--- config.mk ---
export PLATFORM = sky130hd
export DESIGN_NAME = bus_arbiter_nm
export DESIGN_NICKNAME = d
export VERILOG_FILES = /design/src/rtl/bus_arbiter_nm.sv
export SDC_FILE = /design/constraint.sdc
export NUM_CORES = 1
export LEC_CHECK = 0
export ABC_AREA = 1
export ABC_CLOCK_PERIOD_IN_PS = 2200
export CELL_PAD_IN_SITES_DETAIL_PLACEMENT = 0
export CELL_PAD_IN_SITES_GLOBAL_PLACEMENT = 2
export CORE_ASPECT_RATIO = 1.75
export CORE_UTILIZATION = 34
export DETAILED_ROUTE_END_ITERATION = 7
export HOLD_SLACK_MARGIN = 0.12
export PLACE_DENSITY_LB_ADDON = 0.1
export SLEW_MARGIN = 5
export SYNTH_ARGS = -nofsm -noshare
export SYNTH_HDL_FRONTEND = slang
export SYNTH_SLANG_ARGS = --single-unit
--- constraint.sdc ---
create_clock -name sys_clk -period 2.2 [get_ports sys_clk]
set_input_delay 0.33 -clock sys_clk [delete_from_list [all_inputs] [get_ports sys_clk]]
set_output_delay 0.33 -clock sys_clk [all_outputs]
set_load 0.03 [all_outputs]
--- src/rtl/bus_arbiter_nm.sv ---
// Multi-master bus arbiter: round-robin grant, split parking with priority return, and a BUSY timeout.
// Latency: a request sampled in IDLE gives m_grant two cycles later (IDLE -> ARB -> BUSY).
// Backpressure: none. A master holds its request until granted. Parked split masters wait for their slave.
// Ports: sys_clk/sys_rst (async active-low); m_request/m_slave_sel in; trans_done, s_split_en in;
//        m_grant/bus_grant/slave_sel drive the bus mux; bus_busy, arbiter_busy, split_pending, timeout_err status.
module bus_arbiter_nm #(
    parameter int NUM_MASTERS = 2,
    parameter int NUM_SLAVES  = 3,
    parameter int SEL_W       = 2,
    parameter int MIDX_W      = 1,
    parameter int TIMEOUT     = 255
) (
    input  logic                         sys_clk,
    input  logic                         sys_rst,
    input  logic [NUM_MASTERS-1:0]       m_request,
    input  logic [NUM_MASTERS*SEL_W-1:0] m_slave_sel,
    input  logic                         trans_done,
    input  logic [NUM_SLAVES-1:0]        s_split_en,
    output logic [NUM_MASTERS-1:0]       m_grant,
    output logic [MIDX_W-1:0]            bus_grant,
    output logic [SEL_W-1:0]             slave_sel,
    output logic                         bus_busy,
    output logic                         arbiter_busy,
    output logic [NUM_MASTERS-1:0]       split_pending,
    output logic                         timeout_err
);

    typedef enum logic [1:0] {IDLE, ARB, BUSY} state_t;

    state_t            state;
    logic [MIDX_W-1:0] last_grant;
    logic [MIDX_W-1:0] win_q;
    logic [SEL_W-1:0]  split_slave [NUM_MASTERS];
    logic [15:0]       tmo_cnt;

    logic [NUM_MASTERS-1:0] split_clear;
    logic [NUM_MASTERS-1:0] elig;
    logic [NUM_MASTERS-1:0] sp_ready;
    logic                   win_found;
    logic [MIDX_W-1:0]      win_idx;
    int                     best_dist;
    logic [NUM_MASTERS-1:0] win_onehot;
    logic [SEL_W-1:0]       win_sel;
    logic                   gnt_req;
    logic                   split_hit;
    logic                   tmo_hit;

    // A parked master becomes eligible again once its stored slave drops its split request.
    always_comb begin
        split_clear = '0;
        for (int i = 0; i < NUM_MASTERS; i++) begin
            for (int j = 0; j < NUM_SLAVES; j++) begin
                if (split_slave[i] == SEL_W'(j) && !s_split_en[j]) begin
                    split_clear[i] = 1'b1;
                end
            end
        end
    end

    // A parked master must still be requesting to be granted.
    assign elig     = m_request & (~split_pending | split_clear);
    assign sp_ready = elig & split_pending;

    // Returning split masters win (lowest index first); otherwise round-robin
    // by distance from last_grant+1, smallest distance wins.
    always_comb begin
        win_found = 1'b0;
        win_idx   = '0;
        best_dist = NUM_MASTERS;
        if (|sp_ready) begin
            win_found = 1'b1;
            for (int i = NUM_MASTERS - 1; i >= 0; i--) begin
                if (sp_ready[i]) begin
                    win_idx = MIDX_W'(i);
                end
            end
        end else begin
            for (int i = 0; i < NUM_MASTERS; i++) begin
                if (elig[i] && ((i + NUM_MASTERS - 1 - int'(last_grant)) % NUM_MASTERS) < best_dist) begin
                    best_dist = (i + NUM_MASTERS - 1 - int'(last_grant)) % NUM_MASTERS;
                    win_idx   = MIDX_W'(i);
                    win_found = 1'b1;
                end
            end
        end
    end

    always_comb begin
        win_onehot = '0;
        win_sel    = '0;
        for (int i = 0; i < NUM_MASTERS; i++) begin
            if (win_q == MIDX_W'(i)) begin
                win_onehot[i] = 1'b1;
                win_sel       = m_slave_sel[i*SEL_W +: SEL_W];
            end
        end
    end

    always_comb begin
        split_hit = 1'b0;
        for (int j = 0; j < NUM_SLAVES; j++) begin
            if (slave_sel == SEL_W'(j) && s_split_en[j]) begin
                split_hit = 1'b1;
            end
        end
    end

    assign gnt_req = |(m_grant & m_request);
    assign tmo_hit = (tmo_cnt == 16'(TIMEOUT - 1));

    always_ff @(posedge sys_clk or negedge sys_rst) begin
        if (!sys_rst) begin
            state         <= IDLE;
            m_grant       <= '0;
            bus_grant     <= '0;
            slave_sel     <= '0;
            bus_busy      <= 1'b0;
            arbiter_busy  <= 1'b0;
            split_pending <= '0;
            timeout_err   <= 1'b0;
            last_grant    <= MIDX_W'(NUM_MASTERS - 1);
            win_q         <= '0;
            tmo_cnt       <= '0;
            for (int i = 0; i < NUM_MASTERS; i++) begin
                split_slave[i] <= '0;
            end
        end else begin
            arbiter_busy <= 1'b0;
            timeout_err  <= 1'b0;
            case (state)
                IDLE: begin
                    if (win_found) begin
                        state        <= ARB;
                        win_q        <= win_idx;
                        arbiter_busy <= 1'b1;
                    end
                end
                ARB: begin
                    state         <= BUSY;
                    m_grant       <= win_onehot;
                    bus_grant     <= win_q;
                    slave_sel     <= win_sel;
                    bus_busy      <= 1'b1;
                    split_pending <= split_pending & ~win_onehot;
                    tmo_cnt       <= '0;
                end
                BUSY: begin
                    if (trans_done || !gnt_req || split_hit || tmo_hit) begin
                        state      <= IDLE;
                        m_grant    <= '0;
                        bus_grant  <= '0;
                        slave_sel  <= '0;
                        bus_busy   <= 1'b0;
                        last_grant <= bus_grant;
                        // Normal completion (done or request withdrawn) outranks a split,
                        // and a split outranks the timeout.
                        if (!trans_done && gnt_req) begin
                            if (split_hit) begin
                                split_pending <= split_pending | m_grant;
                                for (int i = 0; i < NUM_MASTERS; i++) begin
                                    if (m_grant[i]) begin
                                        split_slave[i] <= slave_sel;
                                    end
                                end
                            end else begin
                                timeout_err <= 1'b1;
                            end
                        end
                    end else begin
                        tmo_cnt <= tmo_cnt + 16'd1;
                    end
                end
                default: state <= IDLE;
            endcase
        end
    end

endmodule

==> results of run 1 <==
## per-stage QoR
stage                     setup WS [ns]  hold slack (ns)
after detailed placement          0.347            0.457
final                             0.437            0.457
after global placement            0.356            0.451
after floorplan                   0.705           0.0344
after CTS                         0.416            0.468
after global routing              0.319            0.496
## cell families (layout without fill, tap and decap cells)
kind of cell	count (synthesis)	count (layout)
AO/OA/AOI/OAI	14	14
XOR/XNOR	10	10
adder cells (fa/ha/maj)	2	2
buffers and inverters	31	57
flip-flops	33	33
AND/OR/NAND/NOR	165	165
## state kept, by name, indices dropped and copies added, names as in the netlist, 2 cells and up
signal	cells
split_slave	4
m_grant	2
tmo_cnt	16
slave_sel	2
split_pending	2
state	2
## area by class of cell
cell class | instances | area, um2
Multi-Input combinational cell | 191 | 905
Clock buffer | 8 | 90.1
Sequential cell | 33 | 827
Timing Repair Buffer | 24 | 233
Fill cell | 599 | 3040
Inverter | 25 | 93.8
Tap cell | 55 | 68.8
## layer usage
metal	up-vias	routed length, um	GRT usage
li1	861	-	-
met3	5	155	0.0193
met4	0	79	0.0659
met1	808	1890	0.192
met2	36	2800	0.377
met5	-	0	0
## how the worst max path moves through the flow
stage / to / slack [ns] / cells past startpoint
4_1_cts: bus_grant / 0.42 / 1
3_5_place_dp: tmo_cnt[4]$_DFFE_PN0P_ / 0.35 / 8
2_1_floorplan: tmo_cnt[1]$_DFFE_PN0P_ / 0.71 / 7
6_report: bus_grant / 0.44 / 1
3_3_place_gp: tmo_cnt[4]$_DFFE_PN0P_ / 0.36 / 8
5_1_grt: tmo_cnt[6]$_DFFE_PN0P_ / 0.32 / 10
## power by group
group / internal, W / total (W) / switching (W)
sequential: 0.000730 / 0.000830 / 0.0000996
clock: 0.000255 / 0.000472 / 0.000216
combinational: 0.000265 / 0.000758 / 0.000492
total: 0.00125 / 0.00206 / 0.000809
## placed cells by master, fill, tap and decap left out, types with 2 or more instances in the layout
cell type,instances
clkbuf_1,2
nand2_1,82
xor2_1,6
nand3_1,40
ha_1,2
o21bai_1,2
xnor2_1,4
buf_4,3
nand4_1,4
o21ai_0,5
clkbuf_8,6
a22oi_1,2
dfrtp_1,32
a21oi_1,2
inv_1,24
or2_0,2
nor2_1,31
clkdlybuf4s50_1,21
==> summary.txt, run 1 <==
Logic synthesis
  • Post-synthesis sequential area ratio: 0.444
  • Syn avg cell area: between 7 and 8 um2
  • Post-synthesis adder-cell area fraction: 0.0134
  • Yosys warnings: 0
  • Count leader, synth: nand2_1
  • Yosys reg bits: 33
  • Simple-Gate Fraction of Synth Area: 0.380
  • Largest family of logic cells by synthesized area: simple AND/OR/NAND/NOR gates
  • Post-Synthesis Cells: 255
  • Area contributors post-synth: dfrtp_1 43%, nand2_1 17%, nand3_1 11%
  • Cell taking the most area after synthesis: dfrtp_1
  • Main synth FF type: dfrtp_1
  • Synth Area in XOR/XNOR: 0.0470
  • Post-synth ARST share: 1.00
  • Post-synthesis mux area share: 0
  • Compound-Gate Fraction of Synth Area: 0.0457
  • Synth Net Count: 269
  • Top cells by count, synth: 82 x nand2_1, 40 x nand3_1, 32 x dfrtp_1
  • Cell Area, Synth: between 1500 and 2000 um2
  • Yosys cell types: 29
  • Post-synth EDFFs: 0
  • Yosys top cell area share: 0.430

Power
  • LEAKAGE: 1.05 nW
  • Design Power: 0.00206 W
  • Max VDD drop: 0.273 mV
  • Pwr/cell area: 929 nW/um2

Detailed routing
  • WL final: around 4.9 mm
  • Residual DRC count: 4
  • Vias per cell: 5.09
  • Via count: between 1500 and 2000
  • DR WL/cell: 14.6 um
  • First-pass detailed-route iteration total: 6
  • Initial DRC Count: 44
  • ANT nets after route: 0

Timing
  • Clock Skews: 0.00487 ns
  • FMAX: 567 MHz
  • Period utilisation layout: 0.801
  • Final setup violation count: 0
  • Minimum clock period after layout: 1.76 ns
  • Final count of pins violating max slew: 0
  • Worst slew pin tran: 0.444 ns
  • Slew margin rel.: 0.704
  • RSZ-0062 raised after global routing: no
  • Total negative slack: 0 ns
  • Hold Fails Final Rpt: 0

Critical path
  • Critical path startpoint category: flip-flop
  • Reg-to-reg startpoint: tmo_cnt[0]$_DFFE_PN0P_
  • Crit path cell chain: clkdlybuf4s50_1
  • Reg2reg path depth: 10
  • Critical Path Fanout Max: 6
  • Worst R2R End: tmo_cnt[12]$_DFFE_PN0P_
  • Crit. End Element: primary output
  • Cell family with most CP delay: buffers and inverters
  • Critical Path Slowest Stage Cell: clkdlybuf4s50_1
  • CP Data Required Time: about 1.9 ns
  • Critical path launch point: m_grant[1]$_DFFE_PN0P_
  • Critical Path AT: 1.43 ns
  • CP max stage delay: between 0.7 and 0.8 ns
  • Critical path class: reg2out
  • Reg2Reg Setup Slack: 0.49 ns
  • Buf/Inv on CP: 1

Status
  • Outcome: finished with violations
  • Failing checks: DRC

Min path
  • Hold crit path type: in2async

Clocking
  • Total clock buffers created by CTS: 5
  • Worst-case clock buffer depth: 2
  • Resize count post-CTS: 0
  • Clock Root Buffer: clkbuf_8
  • TritonCTS Sinks: 33
  • Post-CTS Setup Bufs: 0
  • CTS clk-pin slew, worst paths: 0.07 ns
  • Hold-fix buffers, CTS: 0
  • H-tree Lvls: 2
  • CTS tree: done
  • Latest clock arrival within the worst-skew pair: 0.28 ns

Layout
  • P&R area growth vs syn: 19.1%
  • Share of cells above drive strength 1: 0.0498
  • # diodes: 0
  • Final Instance Count excl. Fillers: 336
  • Final Net Count: 294
  • Final Util: 0.422
  • Finished Cell Area: roughly 2200 um2

Die
  • Rows: 35
  • Core ar.: 5260 um2
  • Initial Utilization: 0.354
  • Die ar.: slightly below 6000 um2
  • DIE HEIGHT: 99.9 um
  • Die X: 57.9 um
  • Io pins: 22

Placement
  • Dpl cells: about 330
  • RD Place Congestion: 0.795
  • PortBufs: 21
  • DP HPWL: 3.78 mm
  • Area after DPL: 2130 um2

Job
  • Max Cap Violations: 0

GRT
  • Initial antenna violation count: 0
  • Vias in the first global route: roughly 1700
  • First-pass GRT wire length: 8.16 mm
  • GRT Overall Usage: 0.188
  • Largest net degree at the start of global routing: 34
  • Grt total ovfl: 0
Power figures use the tool's default switching activity.
==> run 2, diff against run 1 <==
--- a/config.mk
+++ b/config.mk
@@ -6,11 +6,11 @@
 export NUM_CORES = 1
 export LEC_CHECK = 0
 export ABC_AREA = 1
-export ABC_CLOCK_PERIOD_IN_PS = 2200
+export ABC_CLOCK_PERIOD_IN_PS = 1700
 export CELL_PAD_IN_SITES_DETAIL_PLACEMENT = 0
 export CELL_PAD_IN_SITES_GLOBAL_PLACEMENT = 2
 export CORE_ASPECT_RATIO = 1.75
-export CORE_UTILIZATION = 34
+export CORE_UTILIZATION = 31
 export DETAILED_ROUTE_END_ITERATION = 7
 export HOLD_SLACK_MARGIN = 0.12
 export PLACE_DENSITY_LB_ADDON = 0.1
==> constraint.sdc (replaced) <==
create_clock -name sys_clk -period 1.7 [get_ports sys_clk]
set_input_delay 0.255 -clock sys_clk [delete_from_list [all_inputs] [get_ports sys_clk]]
set_output_delay 0.255 -clock sys_clk [all_outputs]
set_load 0.03 [all_outputs]
==> run 2 against run 1 <==
Effect of this change: the run now ends clean; hold slack got worse by 0.043 ns; final cell count rose by 12%; design area grew 9.6%; sequential share of layout area is 3.3 points lower; power up 48%; first-iteration DRC count up 59%; clock-buffer cell count decreased by 3; worst setup slack worse by 0.38 ns; clock skew is 0.0030 ns higher; die area up 9.4%; critical path type unchanged.
==> summary.txt, run 2 (synthesis gave the netlist of run 1 again) <==
Layout
  • Commonest non-fill, non-tap cells in the layout: 82 x nand2_1, 40 x nand3_1, 32 x dfrtp_1
  • Final Net Count: about 310
  • # diodes: 0
  • Share of cells above drive strength 1: 0.114
  • Max FFs per register: 16
  • Largest registers: tmo_cnt x16, split_slave x4
  • Commonest non-fill, non-tap cell in the layout: nand2_1
  • Most flop-heavy register: tmo_cnt
  • P&R area growth vs syn: 30.6%

Timing
  • Final count of pins violating max slew: 0
  • Slew margin rel.: 0.747
  • Worst slew pin tran: roughly 0.38 ns
  • Final worst slack: 0.0529 ns
  • Total negative slack: 0 ns
  • Clock Skews: 0.00783 ns
  • Final setup violation count: 0
  • RSZ-0062 raised after global routing: yes
  • Hold Fails Final Rpt: 0
  • FMAX: 607 MHz
  • Minimum clock period after layout: approximately 1.6 ns
  • Period utilisation layout: 0.969

Critical path
  • Critical Path Fanout Max: 4
  • Buf/Inv on CP: 1
  • Critical path startpoint category: flip-flop
  • Critical Path AT: between 1 and 1.5 ns
  • Crit. End Element: primary output
  • Crit path cell chain: clkdlybuf4s50_1
  • Critical Path Slowest Stage Cell: clkdlybuf4s50_1
  • CP Data Required Time: 1.44 ns
  • Critical path class: reg2out
  • CP max stage delay: 0.69 ns
  • Cell family with most CP delay: buffers and inverters

Power
  • LEAKAGE: 1.17 nW
  • Pwr/cell area: 1260 nW/um2
  • Max VDD drop: approximately 0.51 mV

GRT
  • First-pass GRT wire length: a little under 9 mm
  • Initial antenna violation count: 0
  • Largest net degree at the start of global routing: 21
  • GRT Overall Usage: 0.191
  • Vias in the first global route: 1824
  • Grt total ovfl: 0

Die
  • Io pins: 22
  • Die X: 60.6 um
  • Initial Utilization: 0.319
  • Core ar.: 5830 um2
  • DIE HEIGHT: ~100 um
  • Die ar.: 6330 um2
  • Rows: 37

Detailed routing
  • WL final: 5.44 mm
  • Initial DRC Count: 70
  • Residual DRC count: 0
  • Vias per cell: 4.70
  • DR WL/cell: roughly 14 um
  • ANT nets after route: 0
  • First-pass detailed-route iteration total: 6
  • Via count: 1768

Clocking
  • H-tree Lvls: 2
  • Post-CTS Setup Bufs: 0
  • Latest clock arrival within the worst-skew pair: 0.28 ns
  • CTS clk-pin slew, worst paths: 0.08 ns
  • TritonCTS Sinks: 33
  • Worst-case clock buffer depth: 2
  • Total clock buffers created by CTS: 5
  • Clock Root Buffer: clkbuf_8
  • CTS tree: done

Placement
  • Setup WS pre-CTS: -0.0605 ns
  • PortBufs: 21
  • RD Place Congestion: ~0.84
  • DP HPWL: ~4.4 mm

Job
  • Max Cap Violations: 0

Min path
  • Hold crit path type: in2async

Status
  • Outcome: finished, final reports clean
-- run 2: cell types whose count changed in the layout (fill, tap and decap cells not counted), moves of 2 or more --
cell             previous run  this run
clkdlybuf4s50_1            21        18
bufinv_16                   0         2
dlygate4sd2_1               0         2
clkbuf_1                    2         0
buf_4                       3        17
-- run 2: final timing paths --
check / from / endpoint / slack (ns) / cells after the start
setup / recovery: m_grant[0]$_DFFE_PN0P_ / m_grant[0] / 0.05 / 1
hold / removal: sys_rst / tmo_cnt[10]$_DFFE_PN0P_ / 0.41 / 2
setup reg to reg: tmo_cnt[1]$_DFFE_PN0P_ / tmo_cnt[12]$_DFFE_PN0P_ / 0.17 / 8
hold reg to reg: last_grant$_DFFE_PN1P_ / last_grant$_DFFE_PN1P_ / 0.46 / 2
max in group asynchronous: sys_rst / last_grant$_DFFE_PN1P_ / 0.77 / 3
min in group sys_clk: last_grant$_DFFE_PN1P_ / last_grant$_DFFE_PN1P_ / 0.46 / 2
-- run 2: timing repair --
action                                  4_1_cts  5_1_grt
endpoints found under the hold margin        13        0
hold buffers                                  1        0
pin swaps                                     0        0
gates resized for setup                       2        2
endpoints found under the setup margin        2        5
-- run 2: area by class of cell --
class	count	area [um2]
tap	78	97.6
timing repair buffer	41	372
fill	651	3400
inverter	25	93.8
sequential	33	827
clock buffer	5	68.8
multi-input combinational	191	907
clock inverter	3	65.1
-- run 2: where the power goes --
part           switching (W)  leakage, nW  internal, W
Combinational       0.000680        0.657     0.000422
Sequential          0.000123        0.443     0.000945
Clock               0.000304       0.0681     0.000583
-- run 2: routing by layer --
layer | wire (um) | GRT usage | share of wire | vias to the layer above
met4 | 214 | 0.0893 | 0.039 | 0
met2 | 3170 | 0.375 | 0.58 | 41
met1 | 1890 | 0.175 | 0.35 | 818
met5 | 0 | 0 | 0 | -
li1 | - | - | - | 895
met3 | 163 | 0.0261 | 0.030 | 14
-- run 2: through the flow --
| step | std cells | hold WS, ns | total power [W] | util | cell area, um2 |
|---|---|---|---|---|---|
| floorplan | 255 | -0.0406 | 0.00170 | - | 1860 |
| global placement | 367 | 0.195 | 0.00221 | 0.391 | 2280 |
| detailed placement | 367 | 0.198 | 0.00222 | 0.391 | 2280 |
| CTS | 376 | 0.418 | 0.00311 | 0.416 | 2420 |
| global route | 376 | 0.462 | 0.00327 | 0.417 | 2430 |
| finish | 376 | 0.414 | 0.00306 | 0.417 | 2430 |
